**src/rtl/cpu_pkg.sv**
```systemverilog
// Shared CPU definitions: condition encodings and instruction field layout.
package cpu_pkg;

  typedef enum logic [1:0] {
    COND_AL = 2'd0,  // always execute
    COND_Z  = 2'd1,  // execute when zero flag set
    COND_NZ = 2'd2,  // execute when zero flag clear
    COND_C  = 2'd3   // execute when carry flag set
  } cond_e;

  typedef enum logic [2:0] {
    FLD_COND,
    FLD_OP,
    FLD_DEST,
    FLD_SRC1,
    FLD_SRC2,
    FLD_SHIFT
  } field_e;

  // LSB position of each field in an instruction laid out MSB-first as
  // cond | op_code | dest | src1 | src2 | shift.
  function automatic int field_lsb(input field_e f, input int op_w, input int reg_w);
    case (f)
      FLD_COND:  return 1 + 3 * reg_w + op_w;
      FLD_OP:    return 1 + 3 * reg_w;
      FLD_DEST:  return 1 + 2 * reg_w;
      FLD_SRC1:  return 1 + reg_w;
      FLD_SRC2:  return 1;
      default:   return 0;
    endcase
  endfunction

endpackage

```
**src/rtl/decode_fields.sv**
```systemverilog
// Combinational instruction slicer, shared with the existing decoder.
module decode_fields
  import cpu_pkg::*;
#(
  parameter  int REG_W  = 3,
  parameter  int OP_W   = 4,
  localparam int INST_W = 2 + OP_W + 3 * REG_W + 1
) (
  input  logic [INST_W-1:0] inst,
  output logic [1:0]        cond,
  output logic [OP_W-1:0]   op_code,
  output logic [REG_W-1:0]  dest_reg,
  output logic [REG_W-1:0]  src_reg_1,
  output logic [REG_W-1:0]  src_reg_2,
  output logic              shift
);
  localparam int COND_LSB  = field_lsb(FLD_COND, OP_W, REG_W);
  localparam int OP_LSB    = field_lsb(FLD_OP, OP_W, REG_W);
  localparam int DEST_LSB  = field_lsb(FLD_DEST, OP_W, REG_W);
  localparam int SRC1_LSB  = field_lsb(FLD_SRC1, OP_W, REG_W);
  localparam int SRC2_LSB  = field_lsb(FLD_SRC2, OP_W, REG_W);
  localparam int SHIFT_LSB = field_lsb(FLD_SHIFT, OP_W, REG_W);

  assign cond      = inst[COND_LSB +: 2];
  assign op_code   = inst[OP_LSB +: OP_W];
  assign dest_reg  = inst[DEST_LSB +: REG_W];
  assign src_reg_1 = inst[SRC1_LSB +: REG_W];
  assign src_reg_2 = inst[SRC2_LSB +: REG_W];
  assign shift     = inst[SHIFT_LSB];
endmodule

```
**src/rtl/decode_stage.sv**
```systemverilog
// Decode stage: slices instructions, drops condition-failed ones and holds
// passing ones in a 2-entry skid buffer with fully registered outputs.
module decode_stage
  import cpu_pkg::*;
#(
  parameter  int                     REG_W        = 3,
  parameter  int                     OP_W         = 4,
  parameter  logic [(2**OP_W)-1:0]   ILLEGAL_MASK = '0,
  localparam int                     INST_W       = 2 + OP_W + 3 * REG_W + 1
) (
  input  logic              clk,
  input  logic              rst,
  input  logic [INST_W-1:0] in_inst,
  input  logic              in_valid,
  output logic              in_ready,
  input  logic              flag_z,
  input  logic              flag_c,
  input  logic              flush,
  output logic [1:0]        out_cond,
  output logic [OP_W-1:0]   out_op_code,
  output logic [REG_W-1:0]  out_dest_reg,
  output logic [REG_W-1:0]  out_src_reg_1,
  output logic [REG_W-1:0]  out_src_reg_2,
  output logic              out_shift,
  output logic              out_illegal,
  output logic              out_valid,
  input  logic              out_ready,
  output logic [15:0]       squash_cnt
);
  typedef struct packed {
    logic [1:0]       cond;
    logic [OP_W-1:0]  op_code;
    logic [REG_W-1:0] dest_reg;
    logic [REG_W-1:0] src_reg_1;
    logic [REG_W-1:0] src_reg_2;
    logic             shift;
    logic             illegal;
  } entry_t;

  entry_t      new_entry;
  entry_t      head_q;       // oldest entry, drives the out_* ports directly
  entry_t      skid_q;       // second entry, only meaningful when count_q == 2
  logic [1:0]  count_q;
  logic [1:0]  count_n;
  logic        out_valid_q;
  logic        in_ready_q;
  logic [15:0] squash_q;
  logic        cond_pass;
  logic        accept;
  logic        push;
  logic        pop;

  decode_fields #(.REG_W(REG_W), .OP_W(OP_W)) u_fields (
    .inst      (in_inst),
    .cond      (new_entry.cond),
    .op_code   (new_entry.op_code),
    .dest_reg  (new_entry.dest_reg),
    .src_reg_1 (new_entry.src_reg_1),
    .src_reg_2 (new_entry.src_reg_2),
    .shift     (new_entry.shift)
  );

  assign new_entry.illegal = ILLEGAL_MASK[new_entry.op_code];

  // Evaluate the condition code against the flags of the accepting cycle.
  always_comb begin
    // NOTE: default first so no path through the case leaves cond_pass unassigned (latch).
    cond_pass = 1'b0;
    case (cond_e'(new_entry.cond))
      COND_AL: cond_pass = 1'b1;
      COND_Z:  cond_pass = flag_z;
      COND_NZ: cond_pass = !flag_z;
      COND_C:  cond_pass = flag_c;
      default: cond_pass = 1'b0;
    endcase
  end

  assign accept  = in_valid && in_ready_q;
  assign push    = accept && cond_pass && !flush;
  assign pop     = out_valid_q && out_ready;
  assign count_n = flush ? 2'd0 : (count_q - {1'b0, pop} + {1'b0, push});

  // Buffer occupancy, handshake flags, entry storage and squash counter.
  always_ff @(posedge clk) begin
    // NOTE: non-blocking assignments so every register samples pre-edge values.
    if (rst) begin
      count_q     <= 2'd0;
      out_valid_q <= 1'b0;
      in_ready_q  <= 1'b1;
      squash_q    <= 16'd0;
      head_q      <= '0;
      // NOTE: the skid slot is cleared too; it is tiny and keeps reset state fully defined.
      skid_q      <= '0;
    end else begin
      count_q     <= count_n;
      out_valid_q <= (count_n != 2'd0);
      // After an accept with one entry left, a second accept could still arrive
      // while that entry stalls, so ready only reopens one cycle later.
      in_ready_q  <= (count_n == 2'd0) || ((count_n == 2'd1) && !accept);
      if (!flush) begin
        if (pop) begin
          if (count_q == 2'd2) head_q <= skid_q;
          else if (push)       head_q <= new_entry;
        end else if ((count_q == 2'd0) && push) begin
          head_q <= new_entry;
        end
        if (push && (((count_q == 2'd1) && !pop) || ((count_q == 2'd2) && pop)))
          skid_q <= new_entry;
        if (accept && !cond_pass && (squash_q != 16'hFFFF))
          squash_q <= squash_q + 16'd1;
      end
    end
  end

  assign in_ready      = in_ready_q;
  assign out_valid     = out_valid_q;
  assign squash_cnt    = squash_q;
  assign out_cond      = head_q.cond;
  assign out_op_code   = head_q.op_code;
  assign out_dest_reg  = head_q.dest_reg;
  assign out_src_reg_1 = head_q.src_reg_1;
  assign out_src_reg_2 = head_q.src_reg_2;
  assign out_shift     = head_q.shift;
  assign out_illegal   = head_q.illegal;
endmodule

```
**config.mk**
```make
export PLATFORM = sky130hd
export DESIGN_NAME = decode_stage
export DESIGN_NICKNAME = d
export VERILOG_FILES = /design/src/rtl/cpu_pkg.sv /design/src/rtl/decode_fields.sv /design/src/rtl/decode_stage.sv
export SDC_FILE = /design/constraint.sdc
export NUM_CORES = 1
export LEC_CHECK = 0
export ABC_CLOCK_PERIOD_IN_PS = 4540
export CAP_MARGIN = 25
export CORE_MARGIN = 3
export CORE_UTILIZATION = 54
export CTS_CLUSTER_DIAMETER = 60
export DETAILED_ROUTE_END_ITERATION = 7
export HOLD_SLACK_MARGIN = 0.06
export PLACE_DENSITY_LB_ADDON = 0.15
export SLEW_MARGIN = 20
export SYNTH_ARGS = -nofsm -noshare
export SYNTH_HDL_FRONTEND = slang
export SYNTH_HIERARCHICAL = 1
export SYNTH_SLANG_ARGS = --single-unit
```
**constraint.sdc**
```tcl
create_clock -name clk -period 4.54 [get_ports clk]
set_input_delay 0.681 -clock clk [delete_from_list [all_inputs] [get_ports clk]]
set_output_delay 0.681 -clock clk [all_outputs]
set_load 0.01 [all_outputs]
```
Word level (Yosys, flattened, before mapping)
Memories as Yosys holds them, arrays and structs flattened.
Index checks and enable logic that the tools add are counted.
{ "word_totals": {"mem_count": 1, "rom_bits": 16, "out_inout_bits": 35, "reg_bits": 54, "elab_cells": 65, "in_bits": 23} }
{ "memory_table": {"columns": ["name", "depth", "width", "rd", "rd_ports_with_merged_regs", "write_ports", "line", "source"], "rows": [
  ["(name not given)", 16, 1, 1, 0, 0, "decode_stage.sv:63", "assign new_entry.illegal = ILLEGAL_MASK[new_entry.op_code];"]
]} }
{ "classes": {"eq_ne": 8, "mux": 7, "reduce_logical": 26, "bitwise": 1, "n_addsub": 3, "n_lt_le_gt_ge": 1} }
{ "ops": {"columns": ["operator", "count"], "rows": [
  ["$mux W17", 4],
  ["$add A16 B1 Y16 const B", 1],
  ["$ne A16 B16 Y1 const B", 1],
  ["$logic_and A1 B1 Y1", 11],
  ["$eq A2 B1 Y1 const B", 3],
  ["$eq A2 B2 Y1 const B", 3],
  ["$logic_not A2 Y1", 3],
  ["$logic_not A1 Y1", 5],
  ["$lt A4 B5 Y1 const B", 1],
  ["$pmux W1 S4", 1],
  ["$reduce_and A2 Y1", 2],
  ["$reduce_bool A2 Y1", 2],
  ["$ne A3 B2 Y1 const B", 1],
  ["$reduce_and A3 Y1", 1],
  ["$add A2 B1 Y2", 1],
  ["$logic_or A1 B1 Y1", 2],
  ["$mux W2", 1],
  ["$sub A2 B1 Y2", 1],
  ["$mux W1", 1],
  ["$not A1 Y1", 1]
]} }

Depth between registers and ports, before layout
{ "logic_depth": {"word_depth": 9, "ltp_mapped": 12, "depth_no_buf": 10} }

Hierarchy
The synthesis kept the hierarchy.
{ "modules_own_cells": {"columns": ["mod", "seq_area_each_um2", "cells_each", "instances", "area_each_um2"], "rows": [
  ["decode_stage", 1041.0, 277, 1, 2468.6],
  ["decode_fields", 0.0, 16, 1, 120.1]
]} }

Worst setup path before layout
No wires, ideal clock.
{ "synth_path": {"path_kind": "input to register", "start": "input port in_inst[15]", "end": "register head_q (netlist bit out_cond[0])", "t_required_ns": 4.406, "path_buffers": 4, "cell_stages": 12, "setup_time_ns": 0.134, "arrival_time_ns": 3.137, "path_slack_ns": 1.269, "cell_sequence": "buf_4 > mux2_2 > a21oi_2 > inv_1 > clkbuf_1 > ha_1 > or3_1 > a211oi_2 > or2_2 > buf_2 > buf_2 > a211oi_1"} }
{ "synth_between": {"elab_chain_cells": 7, "word_cells_on_any_way": 11, "cone_classes": "4 x eq/ne; 1 x mux; 6 x reduce/logical"} }
{ "synth_rtl": {"columns": ["element", "line", "source"], "rows": [
  ["from (decl)", "decode_stage.sv:13", "input logic [INST_W-1:0] in_inst,"],
  ["$eq A2 B2 Y1 (tied with other cells)", "decode_stage.sv:69", "case (cond_e'(new_entry.cond))"],
  ["$pmux W1 S4 (*)", "decode_stage.sv:69", null],
  ["$logic_and A1 B1 Y1 (*) (2 in a row)", "decode_stage.sv:79", "assign push = accept && cond_pass && !flush;"],
  ["$logic_and A1 B1 Y1", "decode_stage.sv:104", "end else if ((count_q == 2'd0) && push) begin"],
  ["$reduce_bool A2 Y1 (no source line)", null, null],
  ["$reduce_and A3 Y1 (no source line) (*)", null, null],
  ["to (signal assigned)", "decode_stage.sv:102", "if (count_q == 2'd2) head_q <= skid_q;"],
  ["to (signal assigned)", "decode_stage.sv:103", "else if (push) head_q <= new_entry;"],
  ["to (signal assigned)", "decode_stage.sv:105", "head_q <= new_entry;"],
  ["to (decl)", "decode_stage.sv:41", "entry_t head_q;"]
]} }
Every way passes the cells marked *; elsewhere a longest branch is shown, timed or not.
A chain may end at the register's enable or synchronous reset.

Final worst setup path
{ "layout_path": {"start": "input port flag_z", "end": "register head_q (netlist bit out_cond[1])"} }
{ "layout_between": {"elab_chain_cells": 7, "word_cells_on_any_way": 8, "cone_classes": "1 x eq/ne; 1 x mux; 6 x reduce/logical"} }
{ "layout_rtl": {"columns": ["element", "line", "source"], "rows": [
  ["from (decl)", "decode_stage.sv:16", "input logic flag_z,"],
  ["$logic_not A1 Y1", "decode_stage.sv:72", "COND_NZ: cond_pass = !flag_z;"],
  ["$pmux W1 S4 (*)", "decode_stage.sv:69", null],
  ["$logic_and A1 B1 Y1 (*) (2 in a row)", "decode_stage.sv:79", null],
  ["$logic_and A1 B1 Y1", "decode_stage.sv:104", null],
  ["$reduce_bool A2 Y1 (no source line)", null, null],
  ["$reduce_and A3 Y1 (no source line) (*)", null, null]
]} }
Marked as above.

==> results by group <==
Floorplanning
  • Die width: 75.2 microns
  • Starting density of the core: 57.5%
  • Row count: 24
  • Core Region: 4500 sq um
  • IO Pins: 58
  • Die area: 5660 sq um
  • Die height: 75.2 microns

Synth
  • Sequential cell area fraction in the yosys report: 40.2%
  • Share of the synthesized area in the top cell type: 40.2%
  • Synth Flop Type: dfxtp_1
  • Synth cell types: 45
  • Share of flip-flops with an asynchronous set or reset: 0%
  • EDFF count, synth: 0
  • Warnings from Yosys: 6
  • Synthesized flop and latch total: 52
  • Avg Cell Area, Syn: 8.84 sq um
  • Synthesized area: 2590 sq um
  • Post-synth top cells: 52 x dfxtp_1, 26 x a21oi_1, 23 x nand3_1
  • Net Count, Synth: 319
  • Most common cell in the synthesized netlist: dfxtp_1
  • Leading area contributor after synthesis: dfxtp_1
  • Area contributors post-synth: dfxtp_1 40%, mux2i_1 6.6%, a21oi_1 5.0%
  • Syn Inst Count: 293

Pwr
  • Static Leak: 1.17 nW
  • Peak VDD IR: 0.000176 V
  • PwrDens: 293 nW/um^2

GRT
  • Vias in the first global route: 2,012
  • Total grt overflow: 0
  • Initial antenna violation count: 0
  • Total track usage: 21.3%
  • Largest net degree at the start of global routing: 56
  • First-pass GRT wire length: 9.39 mm

Run status
  • Outcome: finished clean

Timing
  • Slew headroom: 33.2%
  • Max Freq: 299 MHz
  • Max-slew violations: 0
  • Setup TNS Final: 0 ps
  • Final setup violating endpoints: 0
  • Final setup margin: 1200 ps
  • Fin Hold WS: 482 ps
  • Slew @ Worst Pin: 1000 ps
  • Final hold vios: 0
  • Crit share post-route: 73.6%
  • Skew final: 8.02 ps
  • RSZ-0062 raised after global routing: false
  • Post-route minimum period: 3340 ps

Finish
  • Layout cells sized above 1: 9.51%
  • Register area: 1040 sq um
  • Finished Cell Area: 3170 sq um
  • Final cell count without fillers: 378
  • FILL cells: 383
  • Area of the multi-input gates: 1330 sq um
  • Diodes inserted: 0
  • Area growth from synthesis to layout: 22.5%
  • Final net count: 351

Worst setup path
  • R2R setup slack: 1960 ps
  • Crit path kind: in2reg
  • Crit Path Max Fanout: 17
  • Crit path capture type: flip-flop
  • CP required: 4690 ps
  • CP Launch Type: input port
  • Worst EP arrival: 3490 ps

Job
  • Max Cap Viol: 0

Routing
  • WL/cell: 15.3 microns
  • Drt pass-1 iters: 5
  • Antenna Violating Nets Remaining: 0
  • Vias: 2,296
  • DRC Markers: 0
  • Routed vias/inst: 6.07
  • Final WL: 5.78 mm
  • DRT iter0 DRCs: 236

Clocking
  • Clk buf depth: 2
  • Worst skew pair latency: 300 ps
  • CTS root buf: clkbuf_8
  • # hold bufs at CTS: 0
  • Post-CTS Setup Inserts: 0
  • Htree depth: 2
  • Resize count post-CTS: 0
  • Total CTS buffers: 5
  • Clk sinks: 52
  • Worst-path clk slew: 90 ps
  • CTS tree: done

Placement
  • Dpl cells: 370
  • GPL Wtd Cong: 0.821
  • Placement Cell Area: 3050 sq um
  • I/O Buffers: 56
  • Placement Setup Slack: 885 ps
  • HPWL after detailed placement: 3.95 mm

Worst hold path
  • Hold crit path type: reg2reg
## critical path: stages
cell and delay [ps]:
clkdlybuf4s50_1 500, mux2_2 400, a21oi_2 160, inv_1 220, ha_1 310, or3_1 320
a211oi_2 150, buf_4 250, or2_2 360, a211oi_1 130
## routing by layer
| layer | vias up | track usage (%) | part of all wire, % |
|---|---|---|---|
| li1 | 1142 | - | - |
| met1 | 1084 | 30.9 | 49 |
| met2 | 65 | 32.3 | 46 |
| met3 | 5 | 4.81 | 4.9 |
| met4 | 0 | 5.05 | 0.80 |
| met5 | - | 0 | 0 |
## layout by cell type (no fill, tap or decap), types with 3 or more instances in the layout
master | netlist | routed
dfxtp_1 | 52 | 52
or4_1 | 7 | 7
nor4_1 | 5 | 4
o21ai_0 | 19 | 19
nand2_1 | 6 | 6
inv_1 | 4 | 4
mux2i_1 | 17 | 17
ha_1 | 3 | 3
buf_4 | 17 | 6
nor3_1 | 16 | 16
clkdlybuf4s50_1 | 0 | 55
o31ai_1 | 6 | 6
nand4_1 | 7 | 7
nor2_1 | 8 | 8
mux2_2 | 6 | 6
a21oi_1 | 26 | 26
a211oi_1 | 17 | 16
nor2b_1 | 5 | 5
nand3_1 | 23 | 23
clkbuf_8 | 0 | 6
## where the power goes
part	internal [mW]	switching [mW]	leakage (nW)
Clock	0.180	0.151	0.0614
Sequential	0.470	0.00877	0.421
Combinational	0.0604	0.0586	0.686
Total	0.711	0.219	1.17
## layout make-up
type                    instances  share of cell area, %
clock buffers                   6                   2.60
clock inverters                 2                   1.22
inverters                       4                  0.474
multi-input cells             200                   41.9
flip-flops and latches         52                   32.8
well taps                      52                   2.05
repair buffers                 62                   18.9
## metrics by stage
step	utilization, %	total power, mW
after floorplan	-	0.559
after global placement	67.5	0.605
after detailed placement	67.7	0.608
after CTS	70.4	0.938
after global routing	70.4	0.968
final	70.4	0.929
## path summary, 6_finish.rpt
kind                                 from          end  cells past startpoint
worst max-delay path               flag_z  out_cond[1]                     10
worst min-delay path            skid_q[9]    skid_q[9]                      2
worst max register to register   in_ready  out_cond[1]                      9
worst min register to register  skid_q[9]    skid_q[9]                      2
## cell families after synthesis
kind of cell	share of synthesized area (%)
buffers and inverters	8.94
AO/OA/AOI/OAI	17.9
other	0.145
XOR/XNOR	0.338
AND/OR/NAND/NOR	21.8
flip-flops	40.2
multiplexers	9.18
adder cells (fa/ha/maj)	1.45
Note: power is estimated with default switching activity, not from simulation.
